## src/rtl/spi_master.sv

```systemverilog
// rtl/spi_master.sv - mode-0 SPI master, one 8-bit full-duplex frame per start request
module spi_master #(
   parameter int DATAWIDTH_BUS = 8,
   parameter int HALF_PERIOD   = 8,
   parameter int STATE_SIZE    = 3
) (
   input  logic                     SPI_MASTER_CLOCK_50,
   input  logic                     SPI_MASTER_RESET_InHigh,
   input  logic                     SPI_MASTER_start_In,
   input  logic [DATAWIDTH_BUS-1:0] SPI_MASTER_data_In,
   input  logic                     SPI_MASTER_MISO_In,
   output logic                     SPI_MASTER_SCK_Out,
   output logic                     SPI_MASTER_SS_OutLow,
   output logic                     SPI_MASTER_MOSI_Out,
   output logic                     SPI_MASTER_busy_Out,
   output logic                     SPI_MASTER_done_Out,
   output logic [DATAWIDTH_BUS-1:0] SPI_MASTER_data_Out
);
   typedef enum logic [STATE_SIZE-1:0] {
      IDLE  = STATE_SIZE'(0),
      SETUP = STATE_SIZE'(1),
      HIGH  = STATE_SIZE'(2),
      LOW   = STATE_SIZE'(3),
      HOLD  = STATE_SIZE'(4),
      GAP   = STATE_SIZE'(5)
   } state_t;

   localparam logic [7:0] LAST_PHASE = 8'(HALF_PERIOD - 1);

   state_t                   state_q, state_d;
   logic [7:0]               phase_q, phase_d;
   logic [2:0]               bit_q, bit_d;
   logic [DATAWIDTH_BUS-1:0] tx_q, tx_d;
   logic [DATAWIDTH_BUS-1:0] rx_q, rx_d;
   logic [DATAWIDTH_BUS-1:0] data_q, data_d;
   logic                     miso_q, miso_d;
   logic                     sck_q, sck_d;
   logic                     ss_q, ss_d;
   logic                     mosi_q, mosi_d;
   logic                     busy_q, busy_d;
   logic                     done_q, done_d;
   logic                     phase_end;

   assign phase_end = (phase_q == LAST_PHASE);
   assign miso_d    = SPI_MASTER_MISO_In;

   always_comb begin
      state_d = state_q;
      phase_d = phase_q + 8'd1;
      bit_d   = bit_q;
      tx_d    = tx_q;
      rx_d    = rx_q;
      data_d  = data_q;
      sck_d   = sck_q;
      ss_d    = ss_q;
      mosi_d  = mosi_q;
      busy_d  = busy_q;
      done_d  = 1'b0;
      case (state_q)
         IDLE: begin
            phase_d = 8'd0;
            sck_d   = 1'b0;
            ss_d    = 1'b1;
            mosi_d  = 1'b1;
            if (SPI_MASTER_start_In) begin
               tx_d    = SPI_MASTER_data_In;
               mosi_d  = SPI_MASTER_data_In[DATAWIDTH_BUS-1];
               ss_d    = 1'b0;
               busy_d  = 1'b1;
               state_d = SETUP;
            end
         end
         // SETUP and LOW both end on a rising SCK edge that samples the flopped MISO
         SETUP, LOW: begin
            if (phase_end) begin
               phase_d = 8'd0;
               sck_d   = 1'b1;
               rx_d    = {rx_q[DATAWIDTH_BUS-2:0], miso_q};
               state_d = HIGH;
            end
         end
         HIGH: begin
            if (phase_end) begin
               phase_d = 8'd0;
               sck_d   = 1'b0;
               bit_d   = bit_q + 3'd1;
               if (bit_q == 3'd7) begin
                  state_d = HOLD;
               end else begin
                  tx_d    = {tx_q[DATAWIDTH_BUS-2:0], 1'b0};
                  mosi_d  = tx_q[DATAWIDTH_BUS-2];
                  state_d = LOW;
               end
            end
         end
         HOLD: begin
            if (phase_end) begin
               phase_d = 8'd0;
               ss_d    = 1'b1;
               mosi_d  = 1'b1;
               data_d  = rx_q;
               done_d  = 1'b1;
               state_d = GAP;
            end
         end
         GAP: begin
            if (phase_end) begin
               phase_d = 8'd0;
               busy_d  = 1'b0;
               state_d = IDLE;
            end
         end
         default: begin
            state_d = IDLE;
            phase_d = 8'd0;
            bit_d   = 3'd0;
            tx_d    = '0;
            rx_d    = '0;
            data_d  = '0;
            sck_d   = 1'b0;
            ss_d    = 1'b1;
            mosi_d  = 1'b1;
            busy_d  = 1'b0;
         end
      endcase
   end

   always_ff @(posedge SPI_MASTER_CLOCK_50) begin
      if (SPI_MASTER_RESET_InHigh) begin
         state_q <= IDLE;
         phase_q <= 8'd0;
         bit_q   <= 3'd0;
         tx_q    <= '0;
         rx_q    <= '0;
         data_q  <= '0;
         miso_q  <= 1'b0;
         sck_q   <= 1'b0;
         ss_q    <= 1'b1;
         mosi_q  <= 1'b1;
         busy_q  <= 1'b0;
         done_q  <= 1'b0;
      end else begin
         state_q <= state_d;
         phase_q <= phase_d;
         bit_q   <= bit_d;
         tx_q    <= tx_d;
         rx_q    <= rx_d;
         data_q  <= data_d;
         miso_q  <= miso_d;
         sck_q   <= sck_d;
         ss_q    <= ss_d;
         mosi_q  <= mosi_d;
         busy_q  <= busy_d;
         done_q  <= done_d;
      end
   end

   assign SPI_MASTER_SCK_Out   = sck_q;
   assign SPI_MASTER_SS_OutLow = ss_q;
   assign SPI_MASTER_MOSI_Out  = mosi_q;
   assign SPI_MASTER_busy_Out  = busy_q;
   assign SPI_MASTER_done_Out  = done_q;
   assign SPI_MASTER_data_Out  = data_q;
endmodule

```

## config.mk

```make
export PLATFORM = sky130hd
export DESIGN_NAME = spi_master
export DESIGN_NICKNAME = d
export VERILOG_FILES = /design/src/rtl/spi_master.sv
export SDC_FILE = /design/constraint.sdc
export NUM_CORES = 1
export LEC_CHECK = 0
export CAP_MARGIN = 25
export CORE_ASPECT_RATIO = 0.5
export CORE_MARGIN = 2
export CORE_UTILIZATION = 45
export CTS_BUF_LIST = sky130_fd_sc_hd__clkbuf_8
export DETAILED_ROUTE_END_ITERATION = 8
export HOLD_SLACK_MARGIN = 0.12
export PLACE_DENSITY = 0.71
export SKIP_LAST_GASP = 1
export SYNTH_ARGS = -nofsm -noshare
export SYNTH_HDL_FRONTEND = slang
export SYNTH_SLANG_ARGS = --single-unit
```

## constraint.sdc

```tcl
create_clock -name SPI_MASTER_CLOCK_50 -period 2.3 [get_ports SPI_MASTER_CLOCK_50]
set_input_delay 0.46 -clock SPI_MASTER_CLOCK_50 [delete_from_list [all_inputs] [get_ports SPI_MASTER_CLOCK_50]]
set_output_delay 0.46 -clock SPI_MASTER_CLOCK_50 [all_outputs]
set_load 0.05 [all_outputs]
```

==> results of run 1 <==
[stage by stage]
step	setup WS, ns	util [%]	cell area (um^2)	power, W	std cells
5_1_grt	0.149	58.4	2320	0.00143	303
4_1_cts	0.286	58.4	2320	0.00138	303
3_5_place_dp	0.297	56.1	2220	0.000888	295
2_1_floorplan	0.476	-	1890	0.000845	220
3_3_place_gp	0.365	56.1	2220	0.000886	295
6_report	0.276	58.4	2320	0.00136	303
[synthesized netlist by cell type, types with 4 or more instances]
cell type | count | share of area [%]
a21oi_1 | 23 | 6.1
and3_1 | 6 | 2.0
clkbuf_1 | 10 | 2.0
dfxtp_1 | 43 | 46
mux2_2 | 6 | 3.6
mux2i_1 | 6 | 3.2
nand2_1 | 35 | 6.9
nand3_1 | 22 | 5.8
nor2_1 | 9 | 1.8
nor3_1 | 9 | 2.4
o21ai_0 | 6 | 1.6
xor2_1 | 4 | 1.9
[path summary, 6_finish.rpt]
kind              start         end  cells after the start  slack (ns)
min          phase_q[0]  phase_q[0]                      1        0.44
max          phase_q[0]     tx_q[4]                      5        0.28
min reg2reg  phase_q[0]  phase_q[0]                      1        0.44
max reg2reg  phase_q[0]     tx_q[4]                      5        0.28
[power breakdown]
| part | internal [W] | leakage (nW) | total (W) | switching, W |
|---|---|---|---|---|
| combinational | 0.0000487 | 0.454 | 0.000103 | 0.0000545 |
| clock | 0.000217 | 0.0408 | 0.000492 | 0.000275 |
| sequential | 0.000758 | 0.349 | 0.000767 | 0.00000923 |
[per-layer routing]
metal	GRT usage, %	share of wire (%)
met3	6.12	4.3
met2	27.6	44
met4	8.57	2.2
met1	24.1	50
met5	0	0
[flip-flops by register name, indices dropped and copies added (netlist names)]
signal / cells
SPI_MASTER_MOSI_Out: 1
miso_q: 1
SPI_MASTER_SCK_Out: 1
bit_q: 3
tx_q: 7
SPI_MASTER_data_Out: 8
SPI_MASTER_SS_OutLow: 1
SPI_MASTER_done_Out: 1
phase_q: 8
rx_q: 8
state_q: 3
SPI_MASTER_busy_Out: 1
[cells by family (layout without fill, tap and decap cells)]
group                      after synthesis  count (layout)  share of synthesized area, %
buffers and inverters                   16              45                          3.24
muxes                                   12              12                          6.75
DFF                                     43              43                          45.5
and+or+nand+nor                         99              99                          26.5
xor gates and xnor gates                 6               6                          2.78
AOI/OAI and AO/OA                       41              41                          13.2
adders and majority gates                3               3                          1.99
[final cells by class]
cell class | count | area [um^2]
clock buffer | 5 | 68.8
clock inverter | 3 | 23.8
fill | 375 | 1650
inverter | 3 | 11.3
multi-input combinational | 161 | 968
sequential | 43 | 861
tap | 54 | 67.6
timing repair buffer | 34 | 315
==> impl_metrics.json, run 1 <==
{
  "drt-total-wl_um": 3990,
  "yosysUniqueCellTypes": 41,
  "yosysWarnings": 0,
  "critPathLaunchType": "flop",
  "status": "completed",
  "drv_cap": 0,
  "globalRouteTotalUtil_pct": 18.5,
  "period_share_pct": 88.0,
  "cp_slowest_cell": "or4_4",
  "n_antenna_cell": 0,
  "rows": 16,
  "rsz0062_at_grt": "false",
  "synth-edff-count": 0,
  "cts.path.max_buffers": 2,
  "postSynthAreaPerCell_um2": 8.59,
  "cp_top_family": "simple AND/OR/NAND/NOR gates",
  "path_cells": "ha_1 -> nand4bb_1 -> or4_4 -> nand3_2 -> mux2i_1",
  "final_common_cell": "dfxtp_1",
  "syn_area_mm2": 0.00189,
  "max_slew_margin_pct": 46.3,
  "cts_num_sinks": 43,
  "grt_pass1_wl_um": 6670,
  "async_flop_share_pct": 0,
  "slowest_delay_ns": 0.63,
  "dp_hpwl_um": 2880,
  "cts_root_buf": "clkbuf_8",
  "clk_pin_slew_ns": 0.09,
  "cts_buffers": 5,
  "area_growth_pct": 22.5,
  "tightest_slew_ns": 0.799,
  "path_max_fanout": 7,
  "core-area_mm2": 0.00396,
  "cp-end-kind": "flop",
  "crit_buf_inv": 0,
  "antenna_found_initial": 0,
  "nets": 263,
  "overflow": 0,
  "syn_nets": 235,
  "grt_pass1_vias": 1484,
  "drt-initial-drc-count": 70,
  "ys_seq_area_share_pct": 45.5,
  "cts_tree": "done",
  "ir_drop_uv": 408,
  "cts_resized": 0,
  "setup_viol": 0,
  "io_pins": 25,
  "hp-class": "flop to flop",
  "port_buffers": 24,
  "postCtsSetupRepairBufs": 0,
  "initial_utilization_pct": 47.7,
  "dr.pass1.iters": 4,
  "arrival_ns": 2.25,
  "crit_type": "flop to flop",
  "power_density_mw_per_mm2": 588,
  "drc_errors": 0,
  "drive_gt1_share_pct": 12.4,
  "synth_ff_type": "dfxtp_1",
  "dr_total_vias": 1601,
  "leakagePower_nw": 0.844,
  "die_area_mm2": 0.00477,
  "clock_skew_ns": 0.00593,
  "fp.dieH_um": 49.8,
  "wire_per_inst_um": 13.2,
  "h-tree-depth": 2,
  "final_cell_mix": "dfxtp_1 (43), nand2_1 (35), clkdlybuf4s50_1 (24), a21oi_1 (23), nand3_1 (22)",
  "timing.setup.tns_ns": 0,
  "cts_hold_buf": 0,
  "grt_start_max_net_pins": 21,
  "ys_ff_latch": 43,
  "required_ns": 2.53,
  "syn_inst": 220,
  "gp_congestion": 0.815,
  "die-width_um": 95.7,
  "hold_violations": 0,
  "holdWs_ns": 0.437,
  "vias_per_cell": 5.28,
  "insertion_delay_ns": 0.30,
  "slew_viol_final": 0,
  "fmax_mhz": 494,
  "ant_nets": 0,
  "layout_min_cycle_time_ns": 2.02
}
Power figures use the tool's default switching activity.
==> inputs of run 2 (changes only) <==
--- a/config.mk
+++ b/config.mk
@@ -5,7 +5,6 @@
 export SDC_FILE = /design/constraint.sdc
 export NUM_CORES = 1
 export LEC_CHECK = 0
-export CAP_MARGIN = 25
 export CORE_ASPECT_RATIO = 0.5
 export CORE_MARGIN = 2
 export CORE_UTILIZATION = 45
==> results of run 2 <==
Final layout, timing and power as in run 1 (identical DEF).
==> inputs of run 3 (changes only) <==
--- a/config.mk
+++ b/config.mk
@@ -6,7 +6,7 @@
 export NUM_CORES = 1
 export LEC_CHECK = 0
 export CORE_ASPECT_RATIO = 0.5
-export CORE_MARGIN = 2
+export CORE_MARGIN = 1.5
 export CORE_UTILIZATION = 45
 export CTS_BUF_LIST = sky130_fd_sc_hd__clkbuf_8
 export DETAILED_ROUTE_END_ITERATION = 8
==> constraint.sdc (replaced) <==
create_clock -name SPI_MASTER_CLOCK_50 -period 2.3 [get_ports SPI_MASTER_CLOCK_50]
set_input_delay 0.46 -clock SPI_MASTER_CLOCK_50 [delete_from_list [all_inputs] [get_ports SPI_MASTER_CLOCK_50]]
set_output_delay 0.46 -clock SPI_MASTER_CLOCK_50 [all_outputs]
set_load 0.005 [all_outputs]
==> run 3 against run 2 <==
Against the previous run: die area down 3.0%; non-clock buffer count up 1; final area unchanged; largest cell class unchanged; largest power group unchanged.
==> impl_metrics.json, run 3 (synthesis gave the netlist of run 1 again) <==
{
  "overflow": 0,
  "reg2reg_slack_ns": 0.25,
  "hold_violations": 0,
  "dr.pass1.iters": 4,
  "tightest_slew_ns": 0.779,
  "r2r-end": "tx_q[2]",
  "internal_power_w": 0.00102,
  "path_max_fanout": 7,
  "final_common_cell": "dfxtp_1",
  "gp_congestion": 0.827,
  "cts_resized": 0,
  "grt_pass1_wl_um": 6630,
  "die-width_um": 94.7,
  "max_slew_margin_pct": 47.7,
  "nets": 264,
  "core-area_mm2": 0.00396,
  "n_antenna_cell": 0,
  "reg2regPathDepth": 5,
  "dp_slack_ns": 0.285,
  "clock_skew_ns": 0.00745,
  "cts_num_sinks": 43,
  "wire_per_inst_um": 12.7,
  "ant_nets": 0,
  "initial_utilization_pct": 47.7,
  "globalRouteTotalUtil_pct": 18.3,
  "critPathLaunchType": "flop",
  "power_density_mw_per_mm2": 574,
  "cp-startpoint": "phase_q[0]",
  "share_comb_of_total_power_pct": 6.8,
  "io_pins": 25,
  "postCtsSetupRepairBufs": 0,
  "rsz0062_at_grt": "false",
  "cts.path.max_buffers": 2,
  "antenna_found_initial": 0,
  "fmax_mhz": 489,
  "layout_min_cycle_time_ns": 2.05,
  "cts_hold_buf": 0,
  "drv_cap": 0,
  "arrival_ns": 2.27,
  "seq_power_share_pct": 57.7,
  "placed_area_mm2": 0.00223,
  "fp.dieH_um": 48.8,
  "ir_drop_uv": 318,
  "drc_errors": 0,
  "setup_slack_ns": 0.254,
  "leakagePower_nw": 0.853,
  "clkPwrFrac_pct": 35.5,
  "timing.setup.tns_ns": 0,
  "cp-endpoint": "tx_q[2]",
  "fill_cells": 350,
  "design_area_mm2": 0.00232,
  "hp-class": "flop to flop",
  "drive_gt1_share_pct": 12.4,
  "drt-total-wl_um": 3870,
  "status": "completed",
  "multi_input_comb_area_um2": 968,
  "swShare_pct": 23.6,
  "cts_buffers": 5,
  "cts_root_buf": "clkbuf_8",
  "power_switching_w": 0.000314,
  "area_growth_pct": 22.5,
  "period_share_pct": 89.0,
  "final_cell_mix": "dfxtp_1 (43), nand2_1 (35), clkdlybuf4s50_1 (24), a21oi_1 (23), nand3_1 (22)",
  "rows": 16,
  "clk_pin_slew_ns": 0.08,
  "grt_start_max_net_pins": 18,
  "port_buffers": 24,
  "drt-initial-drc-count": 55,
  "die_area_mm2": 0.00462,
  "cts_tree": "done",
  "vias_per_cell": 5.35,
  "setup_viol": 0,
  "dr_total_vias": 1627,
  "required_ns": 2.52,
  "regToRegStartpoint": "phase_q[0]",
  "seq_area_um2": 861,
  "crit_type": "flop to flop",
  "cp-end-kind": "flop",
  "grt_pass1_vias": 1473,
  "dp_hpwl_um": 2760,
  "h-tree-depth": 2,
  "insertion_delay_ns": 0.29,
  "slew_viol_final": 0
}
[run 3: cell types whose count changed in the layout (fill, tap and decap cells not counted)]
cell        before  now
inv_6            1    0
buf_4           10   11
clkinvlp_4       2    1
inv_1            2    3
clkinv_2         0    1
[run 3: final cells by class]
type,count,share of cell area [%]
Multi-Input combinational cell,161,41.8
Sequential cell,43,37.2
Timing Repair Buffer,35,13.9
Clock buffer,5,2.97
Tap cell,54,2.92
Clock inverter,3,0.702
Inverter,3,0.486
[run 3: stage by stage]
step                      hold slack, ns  power, W  instances  utilization (%)
after global placement             0.422  0.000874        296             56.3
after detailed placement           0.435  0.000875        296             56.3
final                              0.445   0.00133        304             58.4
after floorplan                    0.413  0.000832        220                -
after global routing               0.471   0.00138        304             58.4
after CTS                          0.447   0.00134        304             58.4
[run 3: worst min path at each step]
stage	start	endpoint	slack, ns	depth (start not counted)
finish	phase_q[0]	phase_q[0]	0.44	1
global route	phase_q[0]	phase_q[0]	0.47	1
CTS	phase_q[0]	phase_q[0]	0.45	1
detailed placement	phase_q[0]	phase_q[0]	0.44	1
global placement	phase_q[0]	phase_q[0]	0.42	1
floorplan	phase_q[0]	phase_q[0]	0.41	1
[run 3: worst max-delay path, cell delays in order, from the launching register on]
cell and delay, ns:
dfxtp_1 0.35, ha_1 0.25, nand4bb_1 0.33, or4_4 0.63, nand3_2 0.19, mux2i_1 0.21
[run 3: routing by layer]
layer	vias to the layer above	routed length [um]	track usage, %
li1	834	-	-
met1	759	1950	24.8
met2	31	1730	29.6
met3	3	167	4.67
met4	0	19	3.73
met5	-	0	0
[run 3: power by group through the flow]
stage | Combinational [W] | Sequential (W) | Clock, W
after CTS | 0.0000911 | 0.000767 | 0.000478
after detailed placement | 0.0000908 | 0.000784 | 0
final | 0.0000908 | 0.000767 | 0.000472
after global placement | 0.0000899 | 0.000784 | 0
after global routing | 0.000101 | 0.000769 | 0.000512
after floorplan | 0.0000514 | 0.000781 | 0
